[src/rtl/pc_sequencer_if.sv]
// Bundles the pipeline-facing signals of the program-counter sequencer.
// The master side is the core (hazard unit, execute stage, trap controller).
// The slave side is pc_sequencer.
interface pc_sequencer_if #(
  parameter int XLEN = 32
);
  logic            pc_stall;
  logic            jump;
  logic [XLEN-1:0] jump_target;
  logic            branch_taken;
  logic [XLEN-1:0] imm;
  logic            trapped;
  logic [XLEN-1:0] trap_target;
  logic            inst_compressed;
  logic [XLEN-1:0] pc;
  logic [XLEN-1:0] next_pc;
  logic            redirect_pending;
  logic            target_misaligned;
  logic [XLEN-1:0] misaligned_addr;

  modport master (
    output pc_stall, jump, jump_target, branch_taken, imm,
           trapped, trap_target, inst_compressed,
    input  pc, next_pc, redirect_pending, target_misaligned, misaligned_addr
  );

  modport slave (
    input  pc_stall, jump, jump_target, branch_taken, imm,
           trapped, trap_target, inst_compressed,
    output pc, next_pc, redirect_pending, target_misaligned, misaligned_addr
  );
endinterface

[src/rtl/pc_sequencer.sv]
// Registered program counter for the RV32 core.
// Next-PC priority is: trap, then held redirect, then jump, then branch, then
// the sequential step. A redirect that arrives while the PC is stalled is
// parked in a one-entry pending register. It is applied on the first
// unstalled edge. Jump and branch targets that are misaligned are rejected.
// A rejected target produces a one-cycle report to the trap controller.
module pc_sequencer #(
  parameter int              XLEN         = 32,
  parameter logic [XLEN-1:0] RESET_VECTOR = '0,
  parameter int              C_EXT        = 0
) (
  input logic            clk,
  input logic            reset,
  pc_sequencer_if.slave  bus
);

  // Redirect priorities, compared when a stalled request competes with a
  // redirect that is already pending.
  localparam logic [1:0] PRIO_BRANCH = 2'd0;
  localparam logic [1:0] PRIO_JUMP   = 2'd1;
  localparam logic [1:0] PRIO_TRAP   = 2'd2;

  localparam bit HAS_C = (C_EXT != 0);

  // Architectural state
  logic [XLEN-1:0] r_pc;
  logic            r_pend_valid;
  logic [1:0]      r_pend_prio;
  logic [XLEN-1:0] r_pend_target;
  logic            r_mis;
  logic [XLEN-1:0] r_mis_addr;

  // Next-state values
  logic [XLEN-1:0] w_pc_next;
  logic            w_pend_valid_next;
  logic [1:0]      w_pend_prio_next;
  logic [XLEN-1:0] w_pend_target_next;
  logic            w_mis_next;
  logic [XLEN-1:0] w_mis_addr_next;

  // Candidate addresses
  logic [XLEN-1:0] w_step;
  logic [XLEN-1:0] w_seq_pc;
  logic [XLEN-1:0] w_trap_tgt;
  logic [XLEN-1:0] w_jump_tgt;
  logic [XLEN-1:0] w_branch_tgt;
  logic            w_jump_mis;
  logic            w_branch_mis;

  // The request seen this cycle, after alignment filtering
  logic            w_req_valid;
  logic [1:0]      w_req_prio;
  logic [XLEN-1:0] w_req_target;
  logic            w_req_mis;
  logic [XLEN-1:0] w_req_mis_addr;

  // A 16-bit step only exists when compressed support is built in.
  assign w_step = (HAS_C && bus.inst_compressed) ? XLEN'(2) : XLEN'(4);
  assign w_seq_pc = r_pc + w_step;

  // The trap base is always word-aligned. The JALR rule clears bit 0 of a
  // jump target, so a jump can only be misaligned through bit 1.
  assign w_trap_tgt   = bus.trap_target & ~XLEN'(3);
  assign w_jump_tgt   = bus.jump_target & ~XLEN'(1);
  assign w_branch_tgt = r_pc + bus.imm;

  assign w_jump_mis   = !HAS_C && w_jump_tgt[1];
  assign w_branch_mis = w_branch_tgt[0] || (!HAS_C && w_branch_tgt[1]);

  // Decode this cycle's request. A trap masks jump and branch completely,
  // including their alignment check. A misaligned jump or branch becomes a
  // report rather than a redirect.
  always_comb begin
    w_req_valid    = 1'b0;
    w_req_prio     = PRIO_BRANCH;
    w_req_target   = w_seq_pc;
    w_req_mis      = 1'b0;
    w_req_mis_addr = '0;
    if (bus.trapped) begin
      w_req_valid  = 1'b1;
      w_req_prio   = PRIO_TRAP;
      w_req_target = w_trap_tgt;
    end else if (bus.jump) begin
      if (w_jump_mis) begin
        w_req_mis      = 1'b1;
        w_req_mis_addr = w_jump_tgt;
      end else begin
        w_req_valid  = 1'b1;
        w_req_prio   = PRIO_JUMP;
        w_req_target = w_jump_tgt;
      end
    end else if (bus.branch_taken) begin
      if (w_branch_mis) begin
        w_req_mis      = 1'b1;
        w_req_mis_addr = w_branch_tgt;
      end else begin
        w_req_valid  = 1'b1;
        w_req_prio   = PRIO_BRANCH;
        w_req_target = w_branch_tgt;
      end
    end
  end

  // Next-PC selection and pending-redirect bookkeeping.
  always_comb begin
    w_pc_next          = r_pc;
    w_pend_valid_next  = r_pend_valid;
    w_pend_prio_next   = r_pend_prio;
    w_pend_target_next = r_pend_target;
    w_mis_next         = w_req_mis;
    w_mis_addr_next    = w_req_mis ? w_req_mis_addr : r_mis_addr;
    if (bus.pc_stall) begin
      // The PC holds. A request is parked if nothing is pending, or if it
      // ranks at least as high as the parked one (a newer request wins a tie).
      if (w_req_valid && (!r_pend_valid || (w_req_prio >= r_pend_prio))) begin
        w_pend_valid_next  = 1'b1;
        w_pend_prio_next   = w_req_prio;
        w_pend_target_next = w_req_target;
      end
    end else begin
      // Any unstalled edge either consumes the pending redirect or overrides
      // it with a trap, so pending always empties here.
      w_pend_valid_next = 1'b0;
      if (bus.trapped) begin
        w_pc_next = w_trap_tgt;
      end else if (r_pend_valid) begin
        w_pc_next = r_pend_target;
      end else if (w_req_valid) begin
        w_pc_next = w_req_target;
      end else begin
        w_pc_next = w_seq_pc;
      end
    end
  end

  // State register. Reset discards every held redirect and report.
  always_ff @(posedge clk or posedge reset) begin
    if (reset) begin
      r_pc          <= RESET_VECTOR;
      r_pend_valid  <= 1'b0;
      r_pend_prio   <= PRIO_BRANCH;
      r_pend_target <= '0;
      r_mis         <= 1'b0;
      r_mis_addr    <= '0;
    end else begin
      r_pc          <= w_pc_next;
      r_pend_valid  <= w_pend_valid_next;
      r_pend_prio   <= w_pend_prio_next;
      r_pend_target <= w_pend_target_next;
      r_mis         <= w_mis_next;
      r_mis_addr    <= w_mis_addr_next;
    end
  end

  assign bus.pc                = r_pc;
  assign bus.next_pc           = w_pc_next;
  assign bus.redirect_pending  = r_pend_valid;
  assign bus.target_misaligned = r_mis;
  assign bus.misaligned_addr   = r_mis_addr;

endmodule

[src/flat_wrapper.sv]
// flat-port wrapper written by rule: the top's interface ports become plain ports
module pc_sequencer_flat 
#(
  parameter int              XLEN         = 32,
  parameter logic [XLEN-1:0] RESET_VECTOR = '0,
  parameter int              C_EXT        = 0
)
  (clk, reset, bus_pc_stall, bus_jump, bus_jump_target, bus_branch_taken, bus_imm, bus_trapped, bus_trap_target, bus_inst_compressed, bus_pc, bus_next_pc, bus_redirect_pending, bus_target_misaligned, bus_misaligned_addr);
  pc_sequencer_if #(.XLEN(XLEN)) bus_i ();
  input logic clk;
  input logic reset;
  input wire logic [$bits(bus_i.pc_stall)-1:0] bus_pc_stall;
  input wire logic [$bits(bus_i.jump)-1:0] bus_jump;
  input wire logic [$bits(bus_i.jump_target)-1:0] bus_jump_target;
  input wire logic [$bits(bus_i.branch_taken)-1:0] bus_branch_taken;
  input wire logic [$bits(bus_i.imm)-1:0] bus_imm;
  input wire logic [$bits(bus_i.trapped)-1:0] bus_trapped;
  input wire logic [$bits(bus_i.trap_target)-1:0] bus_trap_target;
  input wire logic [$bits(bus_i.inst_compressed)-1:0] bus_inst_compressed;
  output wire logic [$bits(bus_i.pc)-1:0] bus_pc;
  output wire logic [$bits(bus_i.next_pc)-1:0] bus_next_pc;
  output wire logic [$bits(bus_i.redirect_pending)-1:0] bus_redirect_pending;
  output wire logic [$bits(bus_i.target_misaligned)-1:0] bus_target_misaligned;
  output wire logic [$bits(bus_i.misaligned_addr)-1:0] bus_misaligned_addr;
  assign bus_i.pc_stall = bus_pc_stall;
  assign bus_i.jump = bus_jump;
  assign bus_i.jump_target = bus_jump_target;
  assign bus_i.branch_taken = bus_branch_taken;
  assign bus_i.imm = bus_imm;
  assign bus_i.trapped = bus_trapped;
  assign bus_i.trap_target = bus_trap_target;
  assign bus_i.inst_compressed = bus_inst_compressed;
  assign bus_pc = bus_i.pc;
  assign bus_next_pc = bus_i.next_pc;
  assign bus_redirect_pending = bus_i.redirect_pending;
  assign bus_target_misaligned = bus_i.target_misaligned;
  assign bus_misaligned_addr = bus_i.misaligned_addr;
  pc_sequencer #(.XLEN(XLEN), .RESET_VECTOR(RESET_VECTOR), .C_EXT(C_EXT)) u_core (.clk(clk), .reset(reset), .bus(bus_i));
endmodule
[config.mk]
export PLATFORM = sky130hd
export DESIGN_NAME = pc_sequencer_flat
export DESIGN_NICKNAME = d
export VERILOG_FILES = /design/src/rtl/pc_sequencer_if.sv /design/src/rtl/pc_sequencer.sv /design/src/flat_wrapper.sv
export SDC_FILE = /design/constraint.sdc
export NUM_CORES = 1
export LEC_CHECK = 0
export ABC_CLOCK_PERIOD_IN_PS = 13400
export CELL_PAD_IN_SITES_DETAIL_PLACEMENT = 1
export CELL_PAD_IN_SITES_GLOBAL_PLACEMENT = 1
export CORE_MARGIN = 2
export CORE_UTILIZATION = 39
export DETAILED_ROUTE_END_ITERATION = 16
export PLACE_DENSITY = 0.95
export SYNTH_ARGS = -nofsm -noshare
export SYNTH_HDL_FRONTEND = slang
export SYNTH_SLANG_ARGS = --single-unit
[constraint.sdc]
create_clock -name clk -period 13.4 [get_ports clk]
set_clock_uncertainty 0.15 [all_clocks]
set_input_delay 3.35 -clock clk [delete_from_list [all_inputs] [get_ports clk]]
set_output_delay 3.35 -clock clk [all_outputs]
set_load 0.05 [all_outputs]
# After elaboration in Yosys (flattened, before gate mapping)
# Index checks and enable logic that the tools add are counted.
[word_totals]
input_bits = 103
regBits = 100
word_cells = 44
[classes]
muxes = 29
add_sub_neg = 2
reduce_logical = 5
order_cmp = 1
n_eq_ne = 1
[op_table]
columns = ["operator", "count"]
rows = [
  ["2-to-1 mux 32 bit", 14],
  ["adder 32 x 3 -> 32 bit, second input constant", 1],
  ["adder 32 bit", 1],
  ["2-to-1 mux 1 bit", 14],
  ["greater-or-equal comparator 2 bit", 1],
  ["logical OR 1 bit", 2],
  ["2-to-1 mux 2 bit", 1],
  ["inequality test 2 x 1 -> 1 bit, second input constant", 1],
  ["AND reduction 2 bit", 1],
  ["logical AND 1 bit", 1],
  ["logical NOT 1 bit", 1],
]

# Depth between registers and ports, before layout
[depth]
ltp_word = 10
ltp_mapped = 14
mapped_depth_nobuf = 12

# Least setup slack after synthesis
# Ideal clock, no wire load.
[synth_timing]
kind = "input port to output port"
start = "input bus_imm[1]"
end = "output bus_next_pc[31]"
path_stages = 10
slack_ps = 3157
arrival_ps = 6743
path_buffers = 0
path_cell_list = "ha_1 a21o_1 a21oi_2 o211ai_2 a311oi_2 o21ba_2 o21ai_2 mux2i_1 a211oi_1 o41ai_1"
[synth_between]
elab_chain_len = 10
word_cells_on_any_way = 14
cone_classes = "1 x add/sub; 12 x mux; 1 x reduce/logical"
[synth_lines]
columns = ["element", "line", "text"]
rows = [
  ["start, declared", "flat_wrapper.sv:16", "input wire logic [$bits(bus_i.imm)-1:0] bus_imm;"],
  ["adder 32 bit (*)", "pc_sequencer.sv:65", "assign w_branch_tgt = r_pc + bus.imm;"],
  ["logical OR 1 bit", "pc_sequencer.sv:68", "assign w_branch_mis = w_branch_tgt[0] || (!HAS_C && w_branch_tgt[1]);"],
  ["2-to-1 mux 32 bit or 2-to-1 mux 1 bit (tied branches)", "pc_sequencer.sv:93", "if (w_branch_mis) begin"],
  ["2-to-1 mux 32 bit or 2-to-1 mux 1 bit (tied branches)", "pc_sequencer.sv:92", "end else if (bus.branch_taken) begin"],
  ["2-to-1 mux 32 bit or 2-to-1 mux 1 bit (tied branches)", "pc_sequencer.sv:83", "end else if (bus.jump) begin"],
  ["2-to-1 mux 32 bit or 2-to-1 mux 1 bit (tied branches)", "pc_sequencer.sv:79", "if (bus.trapped) begin"],
  ["2-to-1 mux 32 bit (*)", "pc_sequencer.sv:128", "end else if (w_req_valid) begin"],
  ["2-to-1 mux 32 bit (*)", "pc_sequencer.sv:126", "end else if (r_pend_valid) begin"],
  ["2-to-1 mux 32 bit (*)", "pc_sequencer.sv:124", "if (bus.trapped) begin"],
  ["2-to-1 mux 32 bit (*)", "pc_sequencer.sv:112", "if (bus.pc_stall) begin"],
  ["end, declared", "flat_wrapper.sv:21", "output wire logic [$bits(bus_i.next_pc)-1:0] bus_next_pc;"],
]
# Mark *: on every way between the ends. The rest lies on a longest branch, timed or not.

# Worst setup path in the final report
[layout_timing]
start = "input bus_jump"
end = "output bus_next_pc[31]"
[layout_between]
elab_chain_len = 6
word_cells_on_any_way = 8
cone_classes = "8 x mux"
[layout_lines]
columns = ["element", "line", "text"]
rows = [
  ["start, declared", "flat_wrapper.sv:13", "input wire logic [$bits(bus_i.jump)-1:0] bus_jump;"],
  ["2-to-1 mux 32 bit or 2-to-1 mux 1 bit (tied branches)", "pc_sequencer.sv:83", ""],
  ["2-to-1 mux 32 bit or 2-to-1 mux 1 bit (tied branches)", "pc_sequencer.sv:79", ""],
  ["2-to-1 mux 32 bit (*)", "pc_sequencer.sv:128", ""],
  ["2-to-1 mux 32 bit (*)", "pc_sequencer.sv:126", ""],
  ["2-to-1 mux 32 bit (*)", "pc_sequencer.sv:124", ""],
  ["2-to-1 mux 32 bit (*)", "pc_sequencer.sv:112", ""],
]
# Marks and branches as above.

==> results.sh <==
export IMPL_fin_crit_ns=11.43
export IMPL_hpwl_mm=24.5
export IMPL_cts_resized_gates=0
export IMPL_crit_type="input port to primary output"
export IMPL_crit_arrival_ns=7.93
export IMPL_antenna_cells=0
export IMPL_rsz0062_at_grt="false"
export IMPL_layout_setup_ws_ns=1.97
export IMPL_fmax_ghz=0.0875
export IMPL_multi_input_area_um2=4850
export IMPL_syn_cell_area_um2=7690
export IMPL_die_w_um=144
export IMPL_r2r_start="u_core.bus.pc[0]"
export IMPL_clk_pin_slew_ns=0.07
export IMPL_hold_start="u_core.r_pend_target[4]"
export IMPL_areaGrowthSynthToFinish_pct=32.0
export IMPL_h_tree_depth=3
export IMPL_leakage_nw=4.15
export IMPL_vias=8501
export IMPL_cts_root_buf="clkbuf_16"
export IMPL_cp_startpoint="bus_jump"
export IMPL_synth_distinct_cells=71
export IMPL_ant_nets=0
export IMPL_drt_pass1_iter_count=5
export IMPL_grt_usage_pct=31.4
export IMPL_outcome="finished, final reports clean"
export IMPL_viasPerCell=6.09
export IMPL_yosysSeqAreaShare_pct=32.6
export IMPL_clock_sinks=100
export IMPL_powerDensity_nw_per_um2=148
export IMPL_drive_above_1_share_pct=5.49
export IMPL_fin_nets=1264
export IMPL_syn_nets=1108
export IMPL_seq_area_um2=2500
export IMPL_cts_tree="yes"
export IMPL_postCtsSetupBuffers=0
export IMPL_worstMarginPinSlew_ns=1.14
export IMPL_synthFlopType="dfrtp_1"
export IMPL_io_buffers=196
export IMPL_cpPeakStageDelay_ns=0.92
export IMPL_fin_crit_sh_pct=85.3
export IMPL_routed_top_layer="met4"
export IMPL_wl_met3_mm=2.58
export IMPL_grt_max_degree=71
export IMPL_max_cap_violations=0
export IMPL_wl_met2_mm=14.4
export IMPL_critPathTopFamily="buffers and inverters"
export IMPL_grt_pass1_vias=8539
export IMPL_holdBufCountCts=0
export IMPL_drc=0
export IMPL_synth_seq_cells=100
export IMPL_crit_chain="clkdlybuf4s50_1 > buf_4 > inv_1 > buf_4 > nand2_1 > nor2_1 > buf_4 > nor2_1 > a221oi_1 > o21ai_0 > a211oi_1 > o41ai_1 > clkdlybuf4s50_1"
export IMPL_ir_drop_v=0.0000763
export IMPL_maxSlewViolCount=0
export IMPL_cp_start_kind="input port"
export IMPL_grt_antenna_before_repair=0
export IMPL_mostFrequentLayoutCells="clkdlybuf4s50_1, nand2_1, nor2_1"
export IMPL_netlist_instances=970
export IMPL_clockBufferDepth=2
export IMPL_numCtsBuffers=9
export IMPL_syn_area_per_cell_um2=7.92
export IMPL_crit_fanout=40
export IMPL_rows=51
export IMPL_finalHoldViolCount=0
export IMPL_hold_class="flip-flop to flip-flop"
export IMPL_tns_ns=0
export IMPL_setup_viol=0
export IMPL_wirelength_mm=32.4
export IMPL_drt_met1_wl_mm=14.5
export IMPL_crit_buf_inv=6
export IMPL_wl_per_cell_um=23.3
export IMPL_max_slew_margin_rel_pct=23.7
export IMPL_layout_commonest_cell="clkdlybuf4s50_1"
export IMPL_end_kind="primary output"
export IMPL_synth_edf_count=0
export IMPL_overflow=0
export IMPL_grt_pass1_wl_mm=49.4
export IMPL_initial_core_util_pct=39.6
export IMPL_io_pins=201
export IMPL_drt_iter0_drc=923
export IMPL_core_um2=19400
export IMPL_fp_dieArea_um2=20800
export IMPL_path_common_cell="buf_4"
export IMPL_yosysWarnings=0
export IMPL_nFillCells=2367
export IMPL_postSynth_asyncResetShare_pct=100
export IMPL_clkLatencyLatePin_ns=0.37
export IMPL_required_ns=9.90
export IMPL_preCtsSetupSlack_ns=2.22
export IMPL_slowest_stage="clkdlybuf4s50_1"
export IMPL_finalWeightedCongestion=0.955
export IMPL_dieHeight_um=144
[report_power, final]
group | switching (mW) | internal [mW] | leakage (nW)
combinational | 0.506 | 0.269 | 2.80
clock | 0.131 | 0.170 | 0.158
sequential | 0.0666 | 0.363 | 1.19
total | 0.704 | 0.802 | 4.15
[cells in the mapped netlist (all sizes together), types with 2 or more instances]
cell,number,area [um2]
a22oi,8,60.1
nor2,103,387
inv,24,90.1
nor2b,11,68.8
o31ai,9,67.6
nand4,10,68.8
a221o,5,50.1
a221oi,13,114
a21oi,96,492
mux2,11,124
nor4,2,12.5
o21ai,100,508
a21o,11,83.8
buf,13,63.8
o41ai,2,25.0
o221ai,12,105
nor3,12,60.1
mux2i,20,200
and3,6,37.5
and2,5,31.3
nand3,19,95.1
dfrtp,100,2500
o22ai,5,31.3
nand3b,2,15.0
a211oi,12,95.1
a21boi,9,67.6
or3,4,25.0
a31oi,18,113
nand2,133,499
a2111oi,4,35.0
ha,34,425
o21a,6,45.0
and4,4,37.5
xnor2,32,280
clkbuf,51,191
nand2b,7,43.8
o21bai,7,56.3
o211ai,5,42.5
a311o,2,20.0
xor2,27,236
[final timing paths]
check	end	slack (ns)	cells past startpoint
max	bus_next_pc[31]	1.97	13
min	u_core.r_pend_target[4]	0.33	2
max reg2reg	u_core.r_pend_target[24]	9.10	11
min reg2reg	u_core.r_pend_target[4]	0.33	2
max in group asynchronous	u_core.r_pend_target[29]	8.67	3
min in group asynchronous	u_core.r_pend_target[1]	3.27	2
[flip-flops by register name, indices dropped and copies added, names as in the netlist]
register,cells
u_core.r_pend_prio,2
u_core.bus.target_misaligned,1
u_core.r_pend_target,32
u_core.bus.pc,32
u_core.bus.misaligned_addr,32
u_core.bus.redirect_pending,1
[through the flow]
step | power, mW | util [%] | hold WS (ns) | instances | area (um2)
finish | 1.51 | 52.3 | 0.331 | 1395 | 10100
floorplan | 0.918 | - | 0.288 | 970 | 7690
CTS | 1.50 | 52.3 | 0.332 | 1395 | 10100
global route | 1.58 | 52.3 | 0.369 | 1395 | 10100
global placement | 1.17 | 50.7 | 0.300 | 1380 | 9830
detailed placement | 1.19 | 50.7 | 0.316 | 1380 | 9830
[tightest hold or removal path: stages (launching register included)]
cell,delay [ns]
dfrtp_1,0.35
nand2_1,0.05
nand2_1,0.05
[cells by family after synthesis]
logic type	count (synthesis)	synth area share (%)
AOI/OAI and AO/OA	335	27.6
xor gates and xnor gates	59	6.72
adders and majority gates	35	5.80
buffers and inverters	88	4.49
DFF	100	32.6
muxes	31	4.22
and+or+nand+nor	322	18.6
[routing by layer]
metal | up-vias | GRT usage (%)
met2 | 435 | 48.0
met1 | 4194 | 45.4
met3 | 62 | 3.91
met5 | - | 0
met4 | 0 | 11.2
li1 | 3810 | -
[final cells by class]
type / count / area share (%)
Sequential cell: 100 / 24.7
Multi-Input combinational cell: 782 / 47.8
Inverter: 24 / 0.912
Clock buffer: 11 / 2.39
Clock inverter: 4 / 0.789
Timing Repair Buffer: 209 / 20.2
Tap cell: 265 / 3.27
(Power assumes the default switching activity.)
